### config.mk
export PLATFORM = sky130hd
export DESIGN_NAME = spi_target_regs
export DESIGN_NICKNAME = d
export VERILOG_FILES = /design/src/rtl/spi_target_regs.sv
export SDC_FILE = /design/constraint.sdc
export NUM_CORES = 1
export LEC_CHECK = 0
export BUFFER_PORTS_ARGS = -buffer_cell sky130_fd_sc_hd__buf_2
export CAP_MARGIN = 20
export CORE_ASPECT_RATIO = 0.5
export CORE_MARGIN = 5
export CORE_UTILIZATION = 35
export DETAILED_ROUTE_END_ITERATION = 10
export PLACE_DENSITY = 0.58
export SLEW_MARGIN = 20
export SYNTH_ARGS = -nofsm -noshare
export SYNTH_HDL_FRONTEND = slang
export SYNTH_SLANG_ARGS = --single-unit
### constraint.sdc
create_clock -name clk -period 18.2 [get_ports clk]
set_input_delay 3.64 -clock clk [delete_from_list [all_inputs] [get_ports clk]]
set_output_delay 3.64 -clock clk [all_outputs]
set_load 0.1 [all_outputs]
### src/rtl/spi_target_regs.sv
// SPI target with oversampled pins: 40-bit frames either write/read an external
// register file (CONFIG) or deliver a DAC code; miso returns the previous frame's result.
module spi_target_regs #(
  parameter int FRAME_BITS  = 40,
  parameter int SYNC_STAGES = 2
) (
  input  logic        clk,
  input  logic        rst,
  input  logic        spi_clk,
  input  logic        cs_b,
  input  logic        mosi,
  input  logic        spi_sel,
  output logic        miso,
  output logic        cfg_wr,
  output logic [6:0]  cfg_addr,
  output logic [31:0] cfg_wdata,
  input  logic [31:0] cfg_rdata,
  output logic [31:0] dac_code,
  output logic        dac_valid,
  output logic        frame_err,
  output logic        busy
);

  // state     | meaning
  // WAIT_IDLE | after reset, wait for cs_b high so a partial frame is dropped
  // IDLE      | waiting for cs_b fall
  // SHIFT     | frame in progress, shifting rx/tx on spi_clk edges
  // COMMIT    | one cycle: decode the received frame and issue strobes
  typedef enum logic [1:0] {WAIT_IDLE, IDLE, SHIFT, COMMIT} state_t;

  localparam logic [5:0]            FRAME_CNT = 6'(FRAME_BITS);
  localparam logic [FRAME_BITS-1:0] ERR_RESP  = 40'hFF_DEAD_BEEF;

  state_t state, state_nxt;

  logic [SYNC_STAGES-1:0] sclk_q, cs_q, mosi_q, sel_q;
  logic                   sclk_d, cs_d;
  logic                   sclk_s, cs_s, mosi_s, sel_s;
  logic                   sclk_rise, sclk_fall, cs_rise, cs_fall;

  logic [FRAME_BITS-1:0]  rx_shift, tx_shift, resp;
  logic [5:0]             bit_cnt;
  logic                   sel_lat;
  logic                   rd_pend;

  // Sync flops reset to 0 so a cs_b held low across reset never looks like a fresh fall.
  always_ff @(posedge clk or posedge rst) begin
    if (rst) begin
      sclk_q <= '0;
      cs_q   <= '0;
      mosi_q <= '0;
      sel_q  <= '0;
      sclk_d <= 1'b0;
      cs_d   <= 1'b0;
    end else begin
      sclk_q <= {sclk_q[SYNC_STAGES-2:0], spi_clk};
      cs_q   <= {cs_q[SYNC_STAGES-2:0], cs_b};
      mosi_q <= {mosi_q[SYNC_STAGES-2:0], mosi};
      sel_q  <= {sel_q[SYNC_STAGES-2:0], spi_sel};
      sclk_d <= sclk_q[SYNC_STAGES-1];
      cs_d   <= cs_q[SYNC_STAGES-1];
    end
  end

  assign sclk_s    = sclk_q[SYNC_STAGES-1];
  assign cs_s      = cs_q[SYNC_STAGES-1];
  assign mosi_s    = mosi_q[SYNC_STAGES-1];
  assign sel_s     = sel_q[SYNC_STAGES-1];
  assign sclk_rise = sclk_s & ~sclk_d;
  assign sclk_fall = ~sclk_s & sclk_d;
  assign cs_rise   = cs_s & ~cs_d;
  assign cs_fall   = ~cs_s & cs_d;

  always_ff @(posedge clk or posedge rst) begin
    if (rst) state <= WAIT_IDLE;
    else     state <= state_nxt;
  end

  always_comb begin
    state_nxt = state;
    case (state)
      WAIT_IDLE: if (cs_s)    state_nxt = IDLE;
      IDLE:      if (cs_fall) state_nxt = SHIFT;
      SHIFT:     if (cs_rise) state_nxt = COMMIT;
      COMMIT:                 state_nxt = IDLE;
      default:                state_nxt = WAIT_IDLE;
    endcase
  end

  assign miso = (state == SHIFT) ? tx_shift[FRAME_BITS-1] : 1'b0;
  assign busy = (state == SHIFT) || (state == COMMIT);

  always_ff @(posedge clk or posedge rst) begin
    if (rst) begin
      rx_shift  <= '0;
      tx_shift  <= '0;
      resp      <= '0;
      bit_cnt   <= '0;
      sel_lat   <= 1'b0;
      rd_pend   <= 1'b0;
      cfg_wr    <= 1'b0;
      cfg_addr  <= '0;
      cfg_wdata <= '0;
      dac_code  <= '0;
      dac_valid <= 1'b0;
      frame_err <= 1'b0;
    end else begin
      cfg_wr    <= 1'b0;
      dac_valid <= 1'b0;
      frame_err <= 1'b0;
      rd_pend   <= 1'b0;
      // Read data is taken one cycle after cfg_addr moves, giving the reg file a full cycle.
      if (rd_pend) resp <= {1'b1, cfg_addr, cfg_rdata};
      case (state)
        IDLE: begin
          if (cs_fall) begin
            tx_shift <= resp;
            bit_cnt  <= '0;
            sel_lat  <= sel_s;
          end
        end
        SHIFT: begin
          if (sclk_rise) begin
            rx_shift <= {rx_shift[FRAME_BITS-2:0], mosi_s};
            if (bit_cnt != 6'd63) bit_cnt <= bit_cnt + 6'd1;
          end
          if (sclk_fall) tx_shift <= {tx_shift[FRAME_BITS-2:0], 1'b0};
        end
        COMMIT: begin
          if (bit_cnt != FRAME_CNT || (sel_lat && rx_shift[FRAME_BITS-1:32] != '0)) begin
            frame_err <= 1'b1;
            resp      <= ERR_RESP;
          end else if (sel_lat) begin
            dac_code  <= rx_shift[31:0];
            dac_valid <= 1'b1;
            resp      <= {8'h00, rx_shift[31:0]};
          end else begin
            cfg_addr <= rx_shift[FRAME_BITS-2:32];
            if (rx_shift[FRAME_BITS-1]) begin
              rd_pend <= 1'b1;
            end else begin
              cfg_wdata <= rx_shift[31:0];
              cfg_wr    <= 1'b1;
              resp      <= {1'b0, rx_shift[FRAME_BITS-2:32], rx_shift[31:0]};
            end
          end
        end
        default: ;
      endcase
    end
  end

endmodule

======== Word level (Yosys, flattened, before mapping) ========
Index checks and enable logic that the tools add are counted.
W data, S select, Z words.
storage, ports and cells
  register bits ........................... 214
  input bits .............................. 38
  output and inout port bits .............. 76
  word-level logic and storage cells ...... 86
cells by class
  $add $sub $neg .......................... 1
  eq/ne operators ......................... 11
  muxes and demuxes ....................... 30
  bitwise operators ....................... 11
  reduce and logical (&&, ||, !) cells .... 14
operator list
  cell                   number
  $mux W40               7
  $pmux W40 S2           1
  $mux W6                3
  $mux W1                14
  $ne A6 B6 Y1 const B   2
  $pmux W6 S2            1
  $reduce_and A3 Y1      4
  $ne A2 B2 Y1 const B   5
  $pmux W2 S4            1
  $reduce_and A4 Y1      2
  $reduce_bool A8 Y1     1
  $not A1 Y1             7
  $add A6 B1 Y6 const B  1
  $mux W2                3
  $and A1 B1 Y1          4
  $eq A2 B2 Y1 const B   2
  $reduce_and A2 Y1      2
  $eq A2 B1 Y1 const B   1
  $logic_not A2 Y1       1
  $logic_or A1 B1 Y1     2
  $ne A2 B1 Y1 const B   1
  $reduce_bool A2 Y1     1
  $logic_and A1 B1 Y1    1

======== Depth between registers and ports, before layout ========
Gate-level depths: netlist of the first run.
  depth in word-level cells ............... 5
  gate-level depth with buffers ........... 8

======== Worst setup path after synthesis of the first run ========
Ideal clock, no wire load.
  path type ............................... reg-to-output
  start point ............................. register state[0]
  end point ............................... output port miso
  arrival ................................. 1.939 ns
  setup slack ............................. 12.621 ns
  cell stages (with the launch flop) ...... 6
  path through ............................ dfrtp_1 > inv_1 > ha_1 > clkbuf_1 > clkbuf_1 > and2_1
between the ends
  cells in the longest elaborated chain, start to end .. 2
ends and longest elaborated chain
  item                    line  RTL
  start, declared         34    state_t state, state_nxt;
  start signal, assigned  76    else state <= state_nxt;
  $eq A2 B2 Y1            90    assign miso = (state == SHIFT) ? tx_shift[FRAME_BITS-1] : 1'b0;
  $mux W1                 90
  end, declared           13    output logic miso,
Every way passes these cells.

======== Worst setup path in the final report of the first run ========
Ends and elaborated chain as after synthesis.

==> flow_summary.toml, run 1 <==
[routing]
drt-initial-drc-count = 260
vias = 5823
via_per_inst = 4.93
wl_per_cell_um = 17.5
drc = 0
dr.pass1.iters = 4
ant_nets = 0
drt-total-wl_um = 20700

[timing]
hold_viol = 0
setup_ws_ns = 11.76
slew_headroom_pct = 26.0
finalMaxSlewViolations = 0
setup_viol = 0
min_period_over_period_pct = 35.4
fin_hold_ws_ns = 0.351
finalCriticalPeriod_ns = 6.44
fin_setup_tns_ns = 0
skew_ns = 0.0148
max_freq_mhz = 155
rsz0062_at_grt = "no"
tightestPinTransition_ns = 1.11

[placement]
dp_slack_ns = 12.24
gp_congestion = 0.779
placed_area_um2 = 9920
dp_cells = 1141
dp_hpwl_um = 13400
port-buffer-count = 113

[cts]
clk_latency_ns = 0.50
cts_buffer_depth = 3
postCtsHoldBufs = 0
htree_num_levels = 1
root_buffer = "clkbuf_16"
cts_tree = "done"
clk_pin_slew_worst_paths_ns = 0.06
cts_setup_buffers = 0
cts_made_buffers = 22
cts-resized-gates = 0
cts.sinks = 214

[global_route]
grt_max_degree = 148
grt_antenna_before_repair = 0
grt.total_usage_pct = 14.1
grt_pass1_wl_um = 33400
grt_pass1_vias = 6031
overflow = 0

[final_layout]
syn_to_final_growth_pct = 18.0
layout_common_cells = "dfrtp_1, mux2_2, buf_2"
antenna_cells = 0
drive_gt1_share_pct = 33.9
nets = 865
stdcell_area_um2 = 10700
stdcell_count = 1181
final_common_cell = "dfrtp_1"

[synthesis]
synth_cells = 724
synth_edf_count = 0
ys_types = 41
synth_top_flop_cell = "dfrtp_1"
synth_top_area_share_pct = 59.1
netlist_area_um2 = 9060
syn_nets = 768
synthArstFlopShare_pct = 100
ys_warn_count = 0
synth_area_leaders = "dfrtp_1, mux2_2, mux2i_1"
avgSynthCellArea_um2 = 12.5
ys_seq_area_share_pct = 59.1
ys_seq_elements = 214
synth_area_leader_cell = "dfrtp_1"

[floorplanning]
core_area_um2 = 25300
dieHeight_um = 124
start_util_pct = 35.8
die_area_um2 = 29400
io_pins = 114
std_cell_rows = 41
die_w_um = 238

[outcome]
status = "finished clean"

[worst_setup_path]
crit_slowest_cell = "ha_2"
worstPathRequired_ns = 14.56
cp_cell_sequence = "inv_1 > ha_2 > buf_4 > and2_1 > buf_2"
cp.arrival_ns = 2.80
cp_max_fo = 31
endpoint_kind = "primary output"
worst_path_largest_cell_delay_ns = 0.64
cp-start-kind = "flop"
critPathKind = "reg2out"

[run]
drv_cap = 0

[pwr]
p_leak_nw = 4.98
power_density_nw_per_um2 = 141
ir_worst_vdd_uv = 68.9

[worst_hold_path]
hp-class = "reg2reg"
-- per-stage QoR --
| stage | power, mW | utilization [%] |
|---|---|---|
| 2_1_floorplan | 0.936 | - |
| 3_3_place_gp | 1.03 | 39.1 |
| 3_5_place_dp | 1.04 | 39.1 |
| 4_1_cts | 1.52 | 42.2 |
| 5_1_grt | 1.60 | 42.2 |
| 6_report | 1.51 | 42.2 |
-- path summary, 6_finish.rpt --
| kind | startpoint | to | slack [ns] | cells past startpoint |
|---|---|---|---|---|
| max | state[0] | miso | 11.76 | 5 |
| min | sel_q[0] | sel_q[1] | 0.35 | 0 |
| max reg2reg | state[0] | rx_shift[25] | 15.12 | 5 |
| min reg2reg | sel_q[0] | sel_q[1] | 0.35 | 0 |
| max in group asynchronous | rst | tx_shift[24] | 13.50 | 3 |
| min in group asynchronous | rst | cfg_addr[3] | 3.25 | 2 |
-- report_power, final --
group,internal (mW),switching [mW]
registers,0.566,0.0522
clock network,0.290,0.188
logic,0.151,0.259
-- sequential cells by signal (all words and copies together), names as in the netlist, 6 cells and up --
register	flops
cfg_wdata	32
cfg_addr	7
tx_shift	40
resp	40
bit_cnt	6
rx_shift	40
dac_code	32
-- cells by family (layout without fill, tap and decap cells) --
logic type                 Yosys count  in the layout  share of synthesized area [%]
buffers and inverters               58            171                           2.75
and+or+nand+nor                    147            147                           8.19
AOI/OAI and AO/OA                  131            131                           8.91
muxes                              168            168                           20.2
adders and majority gates            6              6                          0.829
DFF                                214            214                           59.1
-- worst max-delay path, delay by kind of cell (launching register included) --
family / cells / cell delay [ns]
buffers and inverters: 3 / 1.04
adders and majority gates: 1 / 0.64
DFF: 1 / 0.39
and+or+nand+nor: 1 / 0.19
-- per-layer routing --
layer | share of wire, % | global-route usage (%) | up-vias
met5 | 0 | 0 | -
met4 | 2.1 | 3.24 | 0
met3 | 2.6 | 2.10 | 29
met2 | 47 | 23.6 | 73
met1 | 48 | 19.6 | 2966
li1 | - | - | 2755
-- synth_stat cells (2+ instances only) --
library cell,instances
or4_1,2
inv_1,10
buf_1,7
ha_1,6
nand2_1,11
o21a_1,2
mux2_2,119
o22ai_1,2
mux2i_1,48
a21oi_1,44
buf_2,7
nand2b_1,11
nor3_1,2
nor2b_1,29
nand3_1,5
nor3b_4,2
dfrtp_1,214
nor2_1,75
a22oi_1,8
and2_1,2
buf_6,3
clkbuf_1,30
a211oi_1,33
and4_1,2
o211ai_1,8
o21ai_0,27
-- final cells by class --
type                            count  area (µm²)
Clock buffer                       30         602
Clock inverter                     10         163
Fill cell                        2395       14700
Inverter                           11        53.8
Multi-Input combinational cell    452        3470
Sequential cell                   214        5360
Tap cell                          344         430
Timing Repair Buffer              120         618
(Power assumes the default switching activity.)
==> inputs of run 2 (changes only) <==
--- a/config.mk
+++ b/config.mk
@@ -11,7 +11,7 @@
 export CORE_MARGIN = 5
 export CORE_UTILIZATION = 35
 export DETAILED_ROUTE_END_ITERATION = 10
-export PLACE_DENSITY = 0.58
+export PLACE_DENSITY = 0.6
 export SLEW_MARGIN = 20
 export SYNTH_ARGS = -nofsm -noshare
 export SYNTH_HDL_FRONTEND = slang
==> constraint.sdc (replaced) <==
create_clock -name clk -period 5.2 [get_ports clk]
set_input_delay 1.04 -clock clk [delete_from_list [all_inputs] [get_ports clk]]
set_output_delay 1.04 -clock clk [all_outputs]
set_load 0.1 [all_outputs]
==> run 2 against run 1 <==
  * Design area is 0.25% lower
  * Non-clock buffer count rose by 2
  * Global-route usage increased by 0.12 points
  * Cell count rose by 0.17%
  * Flip-flop and latch count unchanged
  * Critical path type unchanged
==> flow_summary.toml, run 2 (synthesized netlist as in run 1, its figures left out) <==
[outcome]
status = "finished clean"

[cts]
cts_buffer_depth = 3
cts_setup_buffers = 0
htree_num_levels = 1
postCtsHoldBufs = 0
cts.sinks = 214
clk_latency_ns = 0.50
cts_made_buffers = 22
root_buffer = "clkbuf_16"
clk_pin_slew_worst_paths_ns = 0.06
cts_tree = "done"
cts-resized-gates = 0

[timing]
fin_hold_ws_ns = 0.345
rsz0062_at_grt = "no"
setup_ws_ns = 1.75
setup_viol = 0
finalMaxSlewViolations = 0
skew_ns = 0.0141
fin_setup_tns_ns = 0
max_freq_mhz = 290
finalCriticalPeriod_ns = 3.45
slew_headroom_pct = 27.4
min_period_over_period_pct = 66.3
tightestPinTransition_ns = 1.09
hold_viol = 0

[pwr]
pwr-share-seq_pct = 42.1
ir_worst_vdd_uv = 271
p_int_mw = 3.40
p_sw_mw = 1.74
finalPower_mw = 5.14
p_sw_share_pct = 33.9
power_density_nw_per_um2 = 482
power_frac_comb_pct = 28.3
power.share.clock_pct = 29.6
p_leak_nw = 4.98

[final_layout]
drive_gt1_share_pct = 34.3
layout_common_cells = "dfrtp_1, mux2_2, buf_2"
reg.largest.list = "resp: 40 flops, rx_shift: 40 flops, tx_shift: 40 flops"
n_fill_cell = 2407
antenna_cells = 0
syn_to_final_growth_pct = 17.7
final_common_cell = "dfrtp_1"
nets = 867

[worst_hold_path]
hp-start = "mosi_q[0]"
hp-class = "reg2reg"
whs_path_depth = 0
hold_end = "mosi_q[1]"

[routing]
dr.pass1.iters = 5
via_per_inst = 4.98
drt-total-wl_um = 20900
ant_nets = 0
drc = 0
wl_per_cell_um = 17.7
drt-initial-drc-count = 299
vias = 5892

[worst_setup_path]
endpoint_kind = "primary output"
critPathKind = "reg2out"
timing.rr.start = "state[1]"
cp.arrival_ns = 2.41
crit_buf_inv = 2
crit_slowest_cell = "ha_2"
worst_path_largest_cell_delay_ns = 0.73
worstPathRequired_ns = 4.16
reg2reg_depth = 5
cp_max_fo = 28
r2r-end = "cfg_wdata[15]"
crit_family = "adder cells"
cp_cell_sequence = "inv_1 > ha_2 > and2_1 > buf_2"
critPathLaunch = "state[0]"
r2r_slack_ns = 2.34
cp-start-kind = "flop"

[placement]
gp_congestion = 0.764
dp_slack_ns = 2.21
port-buffer-count = 113
dp_hpwl_um = 13500

[run]
drv_cap = 0

[floorplanning]
dieHeight_um = 124
die_area_um2 = 29400
core_area_um2 = 25300
std_cell_rows = 41
io_pins = 114
start_util_pct = 35.8
die_w_um = 238

[global_route]
grt.total_usage_pct = 14.2
overflow = 0
grt_pass1_wl_um = 33700
grt_pass1_vias = 5900
grt_max_degree = 169
grt_antenna_before_repair = 0
[run 2: changes by cell type in the layout (fill, tap and decap cells not counted), sizes merged]
cell,before,now
buf,120,122
bufinv,4,0
clkbuf,30,33
clkinv,3,6
clkinvlp,5,3
[run 2: worst max-delay path by stage]
stage	end	slack, ns	depth (start not counted)
2_1_floorplan	bit_cnt[0]	1.38	1
3_3_place_gp	miso	2.26	4
3_5_place_dp	miso	2.21	4
4_1_cts	miso	1.69	4
5_1_grt	miso	1.59	4
6_report	miso	1.75	4
[run 2: power groups by stage]
stage	registers, mW	clock network, mW	logic (mW)
3_3_place_gp	2.18	0	1.42
3_5_place_dp	2.20	0	1.46
4_1_cts	2.17	1.56	1.46
6_report	2.17	1.52	1.45
5_1_grt	2.20	1.65	1.63
2_1_floorplan	2.15	0	1.13
[run 2: cell type report]
| type | instances | area (µm²) | share of cell area, % |
|---|---|---|---|
| clock inverters | 7 | 43.8 | 0.411 |
| multi-input cells | 452 | 3470 | 32.5 |
| flip-flops and latches | 214 | 5360 | 50.2 |
| well taps | 344 | 430 | 4.04 |
| repair buffers | 122 | 658 | 6.17 |
| inverters | 11 | 45.0 | 0.422 |
| clock buffers | 33 | 663 | 6.22 |
[run 2: metal layers]
metal / GRT usage [%] / part of all wire (%) / vias to the layer above
met4: 2.99 / 1.5 / 0
met5: 0 / 0 / -
met3: 1.81 / 3.2 / 26
met1: 20.5 / 48 / 2994
li1: - / - / 2766
met2: 23.4 / 47 / 106
[run 2: through the flow]
stage                     util [%]  cells  area (µm²)
after global routing          42.1   1183       10700
after global placement        39.2   1142        9940
after detailed placement      39.2   1142        9940
final                         42.1   1183       10700
after CTS                     42.0   1182       10600
after floorplan                  -    724        9060
==> inputs of run 3 (changes only) <==
==> constraint.sdc (replaced) <==
create_clock -name clk -period 3.1 [get_ports clk]
set_input_delay 0.62 -clock clk [delete_from_list [all_inputs] [get_ports clk]]
set_output_delay 0.62 -clock clk [all_outputs]
set_load 0.1 [all_outputs]
==> run 3 against run 2 <==
  * Core utilization increased by 0.64 points
  * Sequential share of layout area decreased by 0.75 points
  * Clock skew is 0.0090 ns higher
  * First-iteration DRC count rose by 19%
  * Routed wire length grew 0.20%
  * Count of clock-buffer cells in the layout shrank 2
  * Via count is 0.92% higher
  * Non-clock buffer count up 10
  * Power up 71%
  * Clock power rose by 76%
  * Die area is the same
  * Combinational power increased by 71%
==> flow_summary.toml, run 3 (synthesized netlist as in run 1, its figures left out) <==
[outcome]
status = "finished clean"

[worst_setup_path]
timing.rr.start = "state[1]"
cp-endpoint = "busy"
cp_max_fo = 15
cp-start-kind = "flop"
critPathLaunch = "state[0]"
r2r-end = "cfg_wdata[5]"
reg2reg_depth = 5
critPathKind = "reg2out"
worstPathRequired_ns = 2.48
endpoint_kind = "primary output"
cp.arrival_ns = 2.19
r2r_slack_ns = 0.57

[timing]
slew_headroom_pct = 39.4
tightestPinTransition_ns = 0.907
finalMaxSlewViolations = 0
setup_ws_ns = 0.294
finalCriticalPeriod_ns = 2.81
skew_ns = 0.0232
fin_hold_ws_ns = 0.215
hold_viol = 0
rsz0062_at_grt = "no"
max_freq_mhz = 356
min_period_over_period_pct = 90.5
setup_viol = 0

[routing]
via_per_inst = 4.99
drt-total-wl_um = 20900
drc = 0
dr.pass1.iters = 4
drt-initial-drc-count = 355
ant_nets = 0
wl_per_cell_um = 17.6
vias = 5946

[final_layout]
nets = 877
final_common_cell = "dfrtp_1"
syn_to_final_growth_pct = 19.5
drive_gt1_share_pct = 35.5
multiInputGateArea_um2 = 3470
n_fill_cell = 2395
stdcell_area_um2 = 10800
antenna_cells = 0
layout_common_cells = "dfrtp_1, mux2_2, buf_2"
reg.largest.list = "resp: 40 flops, rx_shift: 40 flops, tx_shift: 40 flops"
seq_area_um2 = 5360

[cts]
htree_num_levels = 1
clk_pin_slew_worst_paths_ns = 0.06
cts_setup_buffers = 0
cts_tree = "done"
clk_latency_ns = 0.52
cts_buffer_depth = 3
postCtsHoldBufs = 0
cts_made_buffers = 22
cts-resized-gates = 0
root_buffer = "clkbuf_16"
cts.sinks = 214

[global_route]
grt_pass1_vias = 6080
grt_pass1_wl_um = 34000
grt_max_degree = 49
grt_antenna_before_repair = 0
grt.total_usage_pct = 14.3
overflow = 0

[worst_hold_path]
hp-class = "in2reg"

[pwr]
power_density_nw_per_um2 = 811
p_leak_nw = 5.07
ir_worst_vdd_uv = 337

[floorplanning]
std_cell_rows = 41
core_area_um2 = 25300
io_pins = 114
die_w_um = 238
die_area_um2 = 29400
dieHeight_um = 124
start_util_pct = 35.8

[placement]
gp_congestion = 0.775
dp_hpwl_um = 14000
dp_slack_ns = 0.586
port-buffer-count = 113
placed_area_um2 = 10100

[run]
drv_cap = 0
-- run 3: cell types whose count changed in the layout (fill, tap and decap cells not counted) --
| cell | change |
|---|---|
| buf_4 | +6 |
| buf_12 | +4 |
| clkbuf_1 | -4 |
| clkbuf_8 | +3 |
| bufinv_16 | +1 |
| clkbuf_16 | -1 |
| clkinv_2 | +1 |
| clkinv_4 | -1 |
| clkinv_8 | +1 |
| clkinvlp_4 | -1 |
-- run 3: worst max-delay path, stage by stage (launching register included) --
cell	delay (ns)
dfrtp_1	0.40
inv_1	0.11
ha_2	0.26
buf_4	0.31
or2_2	0.17
buf_2	0.43
-- run 3: final cells by class --
| cell class | instances | share of cell area, % |
|---|---|---|
| Timing Repair Buffer | 132 | 7.24 |
| Inverter | 11 | 0.416 |
| Multi-Input combinational cell | 452 | 32.0 |
| Sequential cell | 214 | 49.5 |
| Clock buffer | 31 | 6.14 |
| Tap cell | 344 | 3.98 |
| Clock inverter | 8 | 0.728 |
-- run 3: metrics by stage --
step,power [mW],cells,setup TNS [ns],util (%)
6_report,8.78,1192,0,42.7
5_1_grt,9.35,1192,0,42.7
4_1_cts,8.88,1192,0,42.7
3_5_place_dp,6.17,1153,0,39.8
3_3_place_gp,6.11,1153,0,39.8
2_1_floorplan,5.50,724,-65.09,-
-- run 3: how the worst min path moves through the flow --
stage	startpoint	endpoint	slack, ns	depth (start not counted)
floorplan	cs_q[0]	cs_q[1]	0.33	0
global placement	sclk_q[0]	sclk_q[1]	0.34	0
detailed placement	mosi_q[0]	mosi_q[1]	0.34	0
CTS	mosi	mosi_q[0]	0.19	1
global route	mosi	mosi_q[0]	0.19	1
finish	mosi	mosi_q[0]	0.22	1
-- run 3: power breakdown --
| part | leakage (nW) | internal (mW) | switching (mW) |
|---|---|---|---|
| registers | 2.71 | 3.32 | 0.306 |
| logic | 1.99 | 0.942 | 1.54 |
| clock network | 0.371 | 1.58 | 1.09 |
| total | 5.07 | 5.84 | 2.94 |
-- run 3: layer usage --
| metal | GRT usage, % | share of wire [%] |
|---|---|---|
| met1 | 20.3 | 49 |
| met2 | 23.2 | 46 |
| met3 | 2.41 | 3.3 |
| met4 | 3.42 | 2.0 |
| met5 | 0 | 0 |
